--- src/rtl/spi_reg_bridge_if.sv ---
// SPI pins and register-bus handshake for spi_reg_bridge.
// The bridge uses the slave view; the host/register side uses the master view.
interface spi_reg_bridge_if;
    logic        spi_sclk;
    logic        spi_cs_n;
    logic        spi_mosi;
    logic        spi_miso;
    logic        spi_miso_oe;
    logic [7:0]  reg_addr;
    logic [31:0] reg_wdata;
    logic        reg_write;
    logic        reg_read;
    logic [31:0] reg_rdata;
    logic        busy;
    logic        txn_err;

    modport slave (
        input  spi_sclk, spi_cs_n, spi_mosi, reg_rdata,
        output spi_miso, spi_miso_oe, reg_addr, reg_wdata, reg_write, reg_read, busy, txn_err
    );

    modport master (
        output spi_sclk, spi_cs_n, spi_mosi, reg_rdata,
        input  spi_miso, spi_miso_oe, reg_addr, reg_wdata, reg_write, reg_read, busy, txn_err
    );
endinterface

--- src/rtl/spi_reg_bridge.sv ---
// SPI mode-0 slave that turns 48-bit opcode/address/data frames into
// single-cycle register read and write strobes.
module spi_reg_bridge #(
    parameter int unsigned SYNC_STAGES = 2
) (
    input  logic             clk,
    input  logic             rst_n,
    spi_reg_bridge_if.slave  bus
);
    localparam int unsigned CNT_W  = 6;
    localparam int unsigned ADDR_W = 8;
    localparam int unsigned DATA_W = 32;
    localparam logic [7:0]       OP_WR     = 8'h02;
    localparam logic [7:0]       OP_RD     = 8'h03;
    localparam logic [CNT_W-1:0] CNT_OP    = CNT_W'(7);
    localparam logic [CNT_W-1:0] CNT_ADDR  = CNT_W'(15);
    localparam logic [CNT_W-1:0] CNT_SHIFT = CNT_W'(17);
    localparam logic [CNT_W-1:0] CNT_LAST  = CNT_W'(47);

    typedef enum logic [2:0] {
        IDLE, CMD, ADDR, RD_WAIT, WR_DATA, RD_DATA, COMMIT, DRAIN
    } state_e;

    logic [SYNC_STAGES-1:0] sclk_sync_q, cs_sync_q, mosi_sync_q, vld_q;
    logic                   sclk_prev_q, cs_prev_q, armed_q;
    logic                   sclk_s, cs_s, mosi_s;
    logic                   sclk_rise, sclk_fall, cs_fall;

    state_e              state_q, state_d;
    logic [CNT_W-1:0]    cnt_q, cnt_d;
    logic [DATA_W-1:0]   rx_q, rx_d, rx_shift;
    logic [DATA_W-1:0]   tx_q, tx_d;
    logic                is_rd_q, is_rd_d;
    logic [1:0]          ph_q, ph_d;
    logic [ADDR_W-1:0]   addr_q, addr_d;
    logic [DATA_W-1:0]   wdata_q, wdata_d;
    logic                write_q, write_d, read_q, read_d;
    logic                miso_q, miso_d, oe_q, oe_d;
    logic                busy_q, busy_d, err_q, err_d;

    assign sclk_s    = sclk_sync_q[SYNC_STAGES-1];
    assign cs_s      = cs_sync_q[SYNC_STAGES-1];
    assign mosi_s    = mosi_sync_q[SYNC_STAGES-1];
    assign sclk_rise = sclk_s & ~sclk_prev_q;
    assign sclk_fall = ~sclk_s & sclk_prev_q;
    // armed_q blocks a cs_n that was already low when reset released
    assign cs_fall   = armed_q & cs_prev_q & ~cs_s;
    assign rx_shift  = {rx_q[DATA_W-2:0], mosi_s};

    always_ff @(posedge clk) begin
        if (!rst_n) begin
            sclk_sync_q <= '0;
            cs_sync_q   <= '1;
            mosi_sync_q <= '0;
            vld_q       <= '0;
            sclk_prev_q <= 1'b0;
            cs_prev_q   <= 1'b1;
            armed_q     <= 1'b0;
            state_q     <= IDLE;
            cnt_q       <= '0;
            rx_q        <= '0;
            tx_q        <= '0;
            is_rd_q     <= 1'b0;
            ph_q        <= '0;
            addr_q      <= '0;
            wdata_q     <= '0;
            write_q     <= 1'b0;
            read_q      <= 1'b0;
            miso_q      <= 1'b0;
            oe_q        <= 1'b0;
            busy_q      <= 1'b0;
            err_q       <= 1'b0;
        end else begin
            sclk_sync_q <= {sclk_sync_q[SYNC_STAGES-2:0], bus.spi_sclk};
            cs_sync_q   <= {cs_sync_q[SYNC_STAGES-2:0], bus.spi_cs_n};
            mosi_sync_q <= {mosi_sync_q[SYNC_STAGES-2:0], bus.spi_mosi};
            vld_q       <= {vld_q[SYNC_STAGES-2:0], 1'b1};
            sclk_prev_q <= sclk_s;
            cs_prev_q   <= cs_s;
            armed_q     <= armed_q | (vld_q[SYNC_STAGES-1] & cs_s);
            state_q     <= state_d;
            cnt_q       <= cnt_d;
            rx_q        <= rx_d;
            tx_q        <= tx_d;
            is_rd_q     <= is_rd_d;
            ph_q        <= ph_d;
            addr_q      <= addr_d;
            wdata_q     <= wdata_d;
            write_q     <= write_d;
            read_q      <= read_d;
            miso_q      <= miso_d;
            oe_q        <= oe_d;
            busy_q      <= busy_d;
            err_q       <= err_d;
        end
    end

    always_comb begin
        state_d = state_q;
        cnt_d   = cnt_q;
        rx_d    = rx_q;
        tx_d    = tx_q;
        is_rd_d = is_rd_q;
        ph_d    = ph_q;
        addr_d  = addr_q;
        wdata_d = wdata_q;
        write_d = 1'b0;
        read_d  = 1'b0;
        err_d   = 1'b0;

        if (sclk_rise && (state_q inside {CMD, ADDR, RD_WAIT, WR_DATA, RD_DATA})) begin
            cnt_d = cnt_q + CNT_W'(1);
            rx_d  = rx_shift;
        end

        case (state_q)
            IDLE: begin
                if (cs_fall) begin
                    state_d = CMD;
                    cnt_d   = '0;
                    rx_d    = '0;
                end
            end
            CMD: begin
                if (cs_s) begin
                    state_d = IDLE;
                    err_d   = 1'b1;
                end else if (sclk_rise && cnt_q == CNT_OP) begin
                    if (rx_shift[7:0] == OP_WR || rx_shift[7:0] == OP_RD) begin
                        state_d = ADDR;
                        is_rd_d = (rx_shift[7:0] == OP_RD);
                    end else begin
                        state_d = DRAIN;
                        err_d   = 1'b1;
                    end
                end
            end
            ADDR: begin
                if (cs_s) begin
                    state_d = IDLE;
                    err_d   = 1'b1;
                end else if (sclk_rise && cnt_q == CNT_ADDR) begin
                    addr_d  = rx_shift[ADDR_W-1:0];
                    ph_d    = '0;
                    state_d = is_rd_q ? RD_WAIT : WR_DATA;
                end
            end
            // phase 0 strobes reg_read, phase 2 samples reg_rdata one clk after the strobe
            RD_WAIT: begin
                if (cs_s) begin
                    state_d = IDLE;
                    err_d   = 1'b1;
                    tx_d    = '0;
                end else begin
                    case (ph_q)
                        2'd0: begin
                            read_d = 1'b1;
                            ph_d   = 2'd1;
                        end
                        2'd1: ph_d = 2'd2;
                        default: begin
                            tx_d    = bus.reg_rdata;
                            state_d = RD_DATA;
                        end
                    endcase
                end
            end
            WR_DATA: begin
                if (cs_s) begin
                    state_d = IDLE;
                    err_d   = 1'b1;
                end else if (sclk_rise && cnt_q == CNT_LAST) begin
                    wdata_d = rx_shift;
                    write_d = 1'b1;
                    state_d = COMMIT;
                end
            end
            // bit 31 stays on MISO through the first data rise; shifting starts on the fall after it
            RD_DATA: begin
                if (cs_s) begin
                    state_d = IDLE;
                    err_d   = 1'b1;
                    tx_d    = '0;
                end else if (sclk_rise && cnt_q == CNT_LAST) begin
                    state_d = DRAIN;
                end else if (sclk_fall && cnt_q >= CNT_SHIFT) begin
                    tx_d = {tx_q[DATA_W-2:0], 1'b0};
                end
            end
            COMMIT: state_d = DRAIN;
            DRAIN: begin
                if (cs_s) state_d = IDLE;
            end
            default: state_d = IDLE;
        endcase

        oe_d   = (state_d == RD_WAIT) || (state_d == RD_DATA);
        miso_d = (state_d == RD_DATA) && tx_d[DATA_W-1];
        busy_d = (state_d != IDLE);
    end

    assign bus.spi_miso    = miso_q;
    assign bus.spi_miso_oe = oe_q;
    assign bus.reg_addr    = addr_q;
    assign bus.reg_wdata   = wdata_q;
    assign bus.reg_write   = write_q;
    assign bus.reg_read    = read_q;
    assign bus.busy        = busy_q;
    assign bus.txn_err     = err_q;
endmodule

--- src/flat_wrapper.sv ---
// flat-port wrapper written by rule: the top's interface ports become plain ports
module spi_reg_bridge_flat 
#(
    parameter int unsigned SYNC_STAGES = 2
)
  (clk, rst_n, bus_spi_sclk, bus_spi_cs_n, bus_spi_mosi, bus_reg_rdata, bus_spi_miso, bus_spi_miso_oe, bus_reg_addr, bus_reg_wdata, bus_reg_write, bus_reg_read, bus_busy, bus_txn_err);
  spi_reg_bridge_if bus_i ();
  input  logic clk;
  input  logic rst_n;
  input wire logic [$bits(bus_i.spi_sclk)-1:0] bus_spi_sclk;
  input wire logic [$bits(bus_i.spi_cs_n)-1:0] bus_spi_cs_n;
  input wire logic [$bits(bus_i.spi_mosi)-1:0] bus_spi_mosi;
  input wire logic [$bits(bus_i.reg_rdata)-1:0] bus_reg_rdata;
  output wire logic [$bits(bus_i.spi_miso)-1:0] bus_spi_miso;
  output wire logic [$bits(bus_i.spi_miso_oe)-1:0] bus_spi_miso_oe;
  output wire logic [$bits(bus_i.reg_addr)-1:0] bus_reg_addr;
  output wire logic [$bits(bus_i.reg_wdata)-1:0] bus_reg_wdata;
  output wire logic [$bits(bus_i.reg_write)-1:0] bus_reg_write;
  output wire logic [$bits(bus_i.reg_read)-1:0] bus_reg_read;
  output wire logic [$bits(bus_i.busy)-1:0] bus_busy;
  output wire logic [$bits(bus_i.txn_err)-1:0] bus_txn_err;
  assign bus_i.spi_sclk = bus_spi_sclk;
  assign bus_i.spi_cs_n = bus_spi_cs_n;
  assign bus_i.spi_mosi = bus_spi_mosi;
  assign bus_i.reg_rdata = bus_reg_rdata;
  assign bus_spi_miso = bus_i.spi_miso;
  assign bus_spi_miso_oe = bus_i.spi_miso_oe;
  assign bus_reg_addr = bus_i.reg_addr;
  assign bus_reg_wdata = bus_i.reg_wdata;
  assign bus_reg_write = bus_i.reg_write;
  assign bus_reg_read = bus_i.reg_read;
  assign bus_busy = bus_i.busy;
  assign bus_txn_err = bus_i.txn_err;
  spi_reg_bridge #(.SYNC_STAGES(SYNC_STAGES)) u_core (.clk(clk), .rst_n(rst_n), .bus(bus_i));
endmodule
--- config.mk ---
export PLATFORM = sky130hd
export DESIGN_NAME = spi_reg_bridge_flat
export DESIGN_NICKNAME = d
export VERILOG_FILES = /design/src/rtl/spi_reg_bridge_if.sv /design/src/rtl/spi_reg_bridge.sv /design/src/flat_wrapper.sv
export SDC_FILE = /design/constraint.sdc
export NUM_CORES = 1
export LEC_CHECK = 0
export ABC_AREA = 1
export CAP_MARGIN = 0
export CORE_UTILIZATION = 50
export CTS_CLUSTER_SIZE = 24
export DETAILED_ROUTE_END_ITERATION = 10
export PLACE_DENSITY = 0.75
export REMOVE_ABC_BUFFERS = 1
export SLEW_MARGIN = 5
export SYNTH_ARGS = -nofsm -noshare
export SYNTH_HDL_FRONTEND = slang
export SYNTH_SLANG_ARGS = --single-unit
--- constraint.sdc ---
create_clock -name clk -period 5.7 [get_ports clk]
set_clock_uncertainty 0.2 [all_clocks]
set_input_delay 1.14 -clock clk [delete_from_list [all_inputs] [get_ports clk]]
set_output_delay 1.14 -clock clk [all_outputs]
set_load 0.005 [all_outputs]
== Word-level counts from Yosys, hierarchy flattened ==
Index checks and enable logic that the tools add are counted.
Word-level totals
  register bits: 133
Cells by class
  reductions and logical operators: 23
  mux-type cells: 40
  add/sub/neg operators: 1
  order comparisons: 1
  bitwise gates (word level): 12
  eq/ne operators: 22
Operator list (number)
  $mux 32: 8
  $pmux 32 s2: 1
  $mux 3: 14
  $pmux 3 s8: 1
  $mux 6: 3
  $eq 8x2->1 const B: 2
  $eq 3x3->1 const B: 5
  $eq 3x2->1 const B: 3
  $ne 3x2->1 const B: 3
  $pmux 2 s2: 2
  $reduce_and 4->1: 2
  $mux 1: 7
  $add 6x1->6 const B: 1
  $eq 6x3->1 const B: 1
  $eq 6x4->1 const B: 1
  $eq 6x6->1 const B: 1
  $ge 6x5->1 const B: 1
  $logic_and 1x1->1: 6
  $mux 2: 3
  $ne 2x2->1 const B: 3
  $not 1->1: 6
  $reduce_and 3->1: 2
  $reduce_or 3->1: 2
  $and 1x1->1: 5
  14 further kinds: 16

== Logic depth before layout (Yosys ltp) ==
Gate-level depths: netlist of run 1.
  depth after elaboration: 8
  depth in mapped cells: 15

== Worst setup path before layout of run 1 ==
OpenSTA, ideal clock, no wires.
  path kind: input-to-reg
  start: input port rst_n
  end: register u_core.rx_q[4]
  arrival time: 1.940 ns
  stages on the path: 4
  path slack: 3.475 ns
  cells stage by stage: clkbuf_1 > nand2_1 > buf_2 > a211oi_1
RTL lines
  from (decl): line flat_wrapper.sv:9  | input logic rst_n;
  to (signal assigned): line spi_reg_bridge.sv:83  | rx_q <= rx_d;
  to (decl): line spi_reg_bridge.sv:31  | logic [DATA_W-1:0] rx_q, rx_d, rx_shift;

==> results of run 1 <==
-- critical path, delay by kind of cell --
kind / cells / cell delay, ns
AND/OR/NAND/NOR: 1 / 0.77
buffers and inverters: 1 / 0.70
AO/OA/AOI/OAI: 1 / 0.49
-- synth_stat cells --
library cell  count  area (um^2)
nand3_1          18         90.1
a31oi_1           2         12.5
clkinv_1          1         3.75
a211oi_1          9         67.6
dfxtp_1         132         2640
xor2_1            2         17.5
buf_6             2         22.5
buf_1             2         7.51
or2_2             2         12.5
nand4_1           3         18.8
nor2_2            2         12.5
a21oi_1          48          240
buf_4             4         30.0
buf_2            21          105
nand3b_1          2         15.0
clkbuf_1         12         45.0
o21ai_1           1         5.00
nor3_2            1         10.0
o21bai_1          1         7.51
inv_1            35          131
nand2_1         215          807
nor2_4            2         22.5
nor4_1            1         6.26
o211a_1           1         10.0
nor3_4            1         16.3
o21ai_0          45          225
nor3_1           27          135
ha_1              6         75.1
inv_2            12         45.0
o21a_1            1         7.51
nor2_1          154          578
-- cells by family after synthesis --
group / Yosys count
adder cells (fa/ha/maj): 6
XOR/XNOR: 2
AO/OA/AOI/OAI: 108
buffers and inverters: 89
flip-flops: 132
AND/OR/NAND/NOR: 428
-- report_power, final --
| group | switching (mW) | internal [mW] |
|---|---|---|
| registers | 0.0330 | 0.957 |
| clock network | 0.420 | 0.667 |
| logic | 0.144 | 0.0940 |
| total | 0.596 | 1.72 |
-- layout by cell type, fill, tap and decap left out, drive strengths merged --
cell and n:
xor2 2, clkinvlp 5, bufinv 3, nand4 3
dfxtp 132, o21ai 46, inv 50, nor3 29
o211a 1, or2 2, a21oi 48, o21a 1
nand3b 2, nand2 215, ha 6, clkbuf 17
clkdlybuf4s50 82, nor2 158, a31oi 2, o21bai 1
a211oi 9, buf 1, nand3 18, nor4 1
clkinv 4
-- cell type report --
class	count	area [um^2]
fill	900	3610
clock buffer	17	414
clock inverter	14	176
timing repair buffer	83	828
tap	136	170
inverter	48	180
multi-input combinational	544	2390
sequential	132	2640
-- flip-flops by register name, summed over array words and instances, names as in the netlist, 2 cells and up --
register	count
u_core.bus.reg_addr	8
u_core.vld_q	2
u_core.ph_q	2
u_core.cs_sync_q	2
u_core.tx_q	32
u_core.bus.reg_wdata	32
u_core.sclk_sync_q	2
u_core.rx_q	31
u_core.cnt_q	6
u_core.mosi_sync_q	2
u_core.state_q	3
-- worst max path at each step --
stage	end	slack, ns	start
2_1_floorplan	u_core.tx_q[10]	3.29	u_core.cnt_q[0]
3_3_place_gp	u_core.bus.spi_miso	2.28	rst_n
3_5_place_dp	u_core.rx_q[5]	2.27	rst_n
4_1_cts	u_core.rx_q[4]	2.79	rst_n
5_1_grt	u_core.bus.reg_wdata[30]	2.59	u_core.cnt_q[0]
6_report	u_core.rx_q[4]	2.81	rst_n
-- per-stage QoR --
stage	power (mW)	worst slack, ns
after floorplan	1.16	3.29
after global placement	1.24	2.28
after detailed placement	1.25	2.27
after CTS	2.32	2.79
after global routing	2.40	2.59
final	2.31	2.81
-- routing by layer --
| layer | part of all wire | GRT usage | vias up |
|---|---|---|---|
| met5 | 0 | 0 | - |
| met4 | 0.012 | 0.0804 | 0 |
| met3 | 0.049 | 0.0723 | 13 |
| met2 | 0.48 | 0.377 | 126 |
| met1 | 0.46 | 0.279 | 2254 |
| li1 | - | - | 2530 |
==> summary by stage, run 1 <==
Outcome
The flow ran to the end, and the final reports show no timing, DRC or antenna violations.

STA
The final critical path time including I/O delays and setup is about 2.9 ns. The final clock period utilization by the worst path is 0.507. The final-layout worst hold slack is 0.212 ns. For the pin with the worst max-slew slack, the measured transition is 1.21 ns. The worst pin sits at a relative slew slack of 0.194. The total negative setup slack is 0 ns. The number of failing hold endpoints at the final stage is 0.

Setup violations remaining at the end of the flow were counted as 0. The maximum frequency from static timing analysis is 0.346 GHz. Setup repair after global routing left no endpoint under its margin. The final number of max-transition violations came to 0.

Clock tree
The CTS H-tree depth is 4. TritonCTS built the clock tree. After clock tree synthesis, the clock-pin slew on the worst setup and hold paths is 0.06 ns.

In this run, post-CTS repair resized a total of 0 instances. Buffers inserted during clock tree synthesis total 17. For this design, the CTS-stage hold fixing added 0 buffers. The latest clock arrival within the worst-skew pair is around 0.53 ns. The number of sinks handled by clock tree synthesis is ~130.

Buffers added to address setup during post-CTS repair amount to 0. The clock root buffer is clkbuf_8. The largest buffer count on any clock path is 2.

Worst hold path
The startpoint identified for the worst hold timing path is u_core.mosi_sync_q[0]. The worst hold path endpoint is u_core.mosi_sync_q[1]. The worst hold path was traced through 2 stages. The worst hold path belongs to the class flip-flop to flip-flop.

Place
Including well taps, the total number of placed cells is 943. At the end of routability-driven placement, the weighted congestion stood at between 0.8 and 0.9. Input and output buffers added on the ports amount to 82.

The half-perimeter wire length after placement is roughly 7.7 mm. The post-place instance area is 6220 um^2.

Global route
The all-layer global routing usage is 0.228. The wire length of the first global-routing pass is just over 20 mm. The total overflow left after global routing is 0. The number of global-route vias before repair is between 4000 and 5000. Entering global routing, the biggest net connects 50 pins. The initial antenna violation count is 0.

Cells and area
Of the cells placed in the final design, the portion with a size suffix greater than 1 is 0.0632. The number of diodes is 0. The post-layout utilization of the core is 0.653. The post-route cell area is 6810 um^2. The area growth from synthesis to layout is 25.5%. Excluding fillers, the count of instances in the completed layout stands at 974.

The total number of nets in the final design is 869.

Routing
The first routing iteration left 241 violations. The via count of the routed design is a little under 5000. For this run, the detailed router's first-pass iteration total came to 5. The routed wire length is 12.1 mm.

After detailed routing, the number of vias per cell comes to 5.05. The number of remaining DRC errors is 0. In the final routed layout, each cell accounts on average for roughly 12 um. The number of antenna-violating nets in the routed design is 0.

Critical path
The critical path is of the input pin to flip-flop type. The slack of the worst reg-to-reg path is about 2.9 ns. The startpoint identified for the worst register-to-register timing path is u_core.cnt_q[0]. The required time of the critical path is 5.93 ns. STA classifies the critical path endpoint as a flip-flop. The signal on the critical path passes through clkdlybuf4s50_1 -> nand2_1 -> a211oi_1.

The depth of the most critical reg-to-reg path is 8. The cell type of the slowest stage on the worst timing path is nand2_1. The worst register-to-register path ends at u_core.bus.reg_wdata[30]. In this run the worst path has a maximum fanout of 35.

The sort of element at the start of the critical path is an input pin. In this design, the stage delay of the slowest critical-path cell is 0.77 ns. The arrival time at the worst endpoint is 3.12 ns.

Die
The initialized floorplan defines 37 standard-cell rows. The number of primary I/O pins is 83. Measured along the y axis, the die boundary spans 106 um. The initial utilization of the core area, before any placement, comes to 0.521.

The area of the die is ~11000 um^2. The area of the core is 10400 um^2. The horizontal die dimension is 106 um.

Logic synthesis
The XOR/XNOR share of the synthesized area is 0.00323. Of the total synthesized cell area, the portion taken by full adders, half adders and majority gates is 0.0138. Dividing the synthesized area by the synthesized cell count gives 7.09 um^2. In this run, distinct cell masters in the synthesized netlist total 31.

After synthesis, the largest family of logic cells by area is simple AND/OR/NAND/NOR gates. The post-synth design cell area is 5430 um^2. The number of warnings issued by yosys is 0.

The synthesized design contains 132 register bits. The simple-gate share of the synthesized area is 0.318. The area fraction in compound gates after synthesis is 0.106. After synthesis, the share of cell area in mux cells is 0. The portion of the post-synthesis area used by sequential elements is 0.487. The gate count of the mapped netlist is approximately 770.

Power
The analysis attributes to cell leakage a power of just under 3 nW. Across the VDD grid, the largest voltage drop is around 0.00025 V. The power density over the cells is 340 nW/um^2.

Run
The max capacitance violation total is 0.
Note: power is estimated with default switching activity, not from simulation.
==> run 2: changes to the inputs <==
- clock period: 5.7 -> 2.66 ns (I/O delays scaled with it)
==> summary by stage, run 2 (synthesis gave the netlist of run 1 again) <==
Outcome
Run status: complete, no violations (unchanged).

Die
The number of primary I/O pins came to 83 (unchanged). The die boundary height is 106 um (unchanged). The effective utilization at floorplan came to 0.521 (unchanged).

The area of the die is 11300 um^2 (unchanged). The floorplan row count is 37 (unchanged). The horizontal die dimension is 106 um (unchanged).

The area of the core is 10400 um^2 (unchanged).

Critical path
The depth of the most critical reg-to-reg path is 9 (was 8). The launch point of the critical path is u_core.state_q[2] (was rst_n). The sort of element at the start of the critical path is a flip-flop (was input pin). The endpoint class of the critical path is a flip-flop (unchanged). The slack of the worst reg-to-reg path is 0.42 ns (was 2.87 ns). The endpoint of the lowest-slack register-to-register path is u_core.bus.busy (was u_core.bus.reg_wdata[30]). The kind of critical path is flip-flop to flip-flop (was input pin to flip-flop). The arrival time at the worst endpoint is 2.44 ns (was 3.12 ns). The required time of the critical path was 2.86 ns (was 5.93 ns). The startpoint of the worst register-to-register path is u_core.state_q[2] (was u_core.cnt_q[0]). The capturing element of the worst setup path is u_core.bus.busy (was u_core.rx_q[4]).

The top fanout value on the critical path is 10 (was 35).

Clock tree
The clock root buffer is clkbuf_8 (unchanged). The clock-pin transition on the worst setup and hold timing paths is 0.06 ns (about the same). The post-cts resize count came to 0 (unchanged). The clock tree from TritonCTS is done (unchanged). The number of sinks handled by clock tree synthesis came to 132 (unchanged). The latest clock arrival within the worst-skew pair is 0.52 ns (was 0.53 ns).

The number of buffers inserted to repair setup after CTS came to 0 (unchanged). The clock buffer count from CTS is 17 (unchanged). The CTS H-tree depth came to 4 (unchanged). The largest buffer count on any clock path was 2 (unchanged).

The count of hold buffers inserted by post-cts repair is 0 (unchanged).

STA
The total negative setup slack is 0 ns (unchanged). The final-layout worst hold slack is 0.220 ns (was 0.212 ns). The worst-case headroom to the max-slew limit came to 0.629 (was 0.194). The final clock period utilization by the worst path is 0.842. The slew of the pin with the lowest slew margin is 0.555 ns (was 1.21 ns). Derived from the worst setup path, the maximum achievable clock frequency is 0.446 GHz. Unrepaired setup endpoints after global routing: no (unchanged). The number of failing hold endpoints at the final stage came to 0 (unchanged). The final number of max-transition violations is 0 (unchanged). The total of endpoints with negative setup slack in the final report is 0 (unchanged). The final critical path time including I/O delays and setup is ~2.2 ns.

Routing
The number of remaining DRC errors came to 0 (unchanged). The routed wire length is 12.3 mm (was 12.1 mm). The first-iteration detailed-routing DRC count is 231 (was 241). The first-pass detailed-route iteration total is 5 (unchanged). The detailed-route wire length per cell is 12.5 um (was 12.4 um).

The number of antenna-violating nets in the routed design is 0 (unchanged). The via count of the routed design is 4957 (was 4923). The mean number of vias per cell is 5.03 (was 5.05).

Run
The max capacitance violation total is 0 (unchanged).

Global route
The global-route congestion overflow total is 0 (unchanged). The wire length of the first global-routing pass was 20.8 mm (was 20.5 mm). The number of global-route vias before repair is 4613 (was 4639). The all-layer global routing usage is 0.227 (was 0.228).

The initial antenna violation count was 0 (unchanged). The pin count of the biggest net entering global routing is 37 (was 50).

Cells and area
The total number of nets in the final design was 879 (was 869). The relative area change from synthesis to final layout is 26.2% (was 25.5%). The most frequent standard cell in the layout excluding fill and tap cells is nand2_1 (unchanged). The post-layout utilization of the core is 0.657 (was 0.653). The fraction of layout instances using a drive strength above 1 is 0.0754 (was 0.0632). Most used cells in the layout excluding fill and tap cells: nand2_1, nor2_1, dfxtp_1, clkdlybuf4s50_1, a21oi_1 (unchanged). The number of diodes is 0 (unchanged). The post-route cell area is 6850 um^2 (was 6810 um^2).

Power
The part of the total power dissipated in combinational logic is 0.109 (was 0.103). The switching fraction of total power is 0.285 (was 0.258). The peak supply drop is 0.000404 V (was 0.000247 V). The switching power is 1.37 mW (was 0.596 mW). The internal power component is 3.45 mW (was 1.72 mW).

The power consumption is 4.82 mW (was 2.31 mW). The clock network power share is 0.451 (was 0.470). The fraction of power consumed by sequential logic is 0.440 (was 0.428). The static power due to leakage is 2.97 nW (was 2.92 nW). The power density over the cells was 705 nW/um^2 (was 340 nW/um^2).

Place
The quantity of I/O buffers inserted on ports is 82 (unchanged). The half-perimeter wire length after placement is 8.04 mm (was 7.72 mm). The final estimated routing congestion in global placement came to 0.960 (was 0.870). The post-place instance area is 6290 um^2 (was 6220 um^2).

Worst hold path
The worst hold path class is flip-flop to flip-flop (unchanged).
## run 2: power groups by stage
stage | clock network, mW | logic [mW] | registers, mW
2_1_floorplan | 0 | 0.346 | 2.15
3_3_place_gp | 0 | 0.502 | 2.16
3_5_place_dp | 0 | 0.520 | 2.16
4_1_cts | 2.20 | 0.527 | 2.12
5_1_grt | 2.29 | 0.601 | 2.13
6_report | 2.18 | 0.527 | 2.12
## run 2: worst min-delay path by stage
| stage | start | to | depth (start not counted) |
|---|---|---|---|
| 3_3_place_gp | u_core.vld_q[0] | u_core.vld_q[1] | 2 |
| 4_1_cts | u_core.sclk_sync_q[0] | u_core.sclk_sync_q[1] | 2 |
| 6_report | u_core.cs_sync_q[0] | u_core.cs_sync_q[1] | 1 |
| 3_5_place_dp | u_core.sclk_sync_q[0] | u_core.sclk_sync_q[1] | 2 |
| 2_1_floorplan | u_core.mosi_sync_q[0] | u_core.mosi_sync_q[1] | 2 |
| 5_1_grt | u_core.cs_sync_q[0] | u_core.cs_sync_q[1] | 1 |
## run 2: area by class of cell
cell class              instances  area, um^2
clock buffers                  17         414
clock inverters                15         140
fillers                       888        3570
inverters                      48         180
multi-input cells             544        2390
flip-flops and latches        132        2640
well taps                     136         170
repair buffers                 93         903
## run 2: per-layer routing
metal  track usage  vias up  wire (um)
met5             0        -          0
met4        0.0714        0        123
met3        0.0558       14        497
met2         0.373      120       6030
met1         0.292     2265       5680
li1              -     2558          -
## run 2: through the flow
stage	worst slack (ns)	std cells
2_1_floorplan	0.254	724
3_3_place_gp	0.496	953
6_report	0.420	985
3_5_place_dp	0.434	953
5_1_grt	0.184	985
4_1_cts	0.456	985
## run 2: critical path: stages (launching register included)
cell and delay [ns]:
dfxtp_1 0.55, inv_1 0.14, ha_1 0.20, nor3_1 0.31, nand2_1 0.16, inv_1 0.10
o21ai_0 0.09, nand2_1 0.14, nor2_1 0.06, nand3b_1 0.17
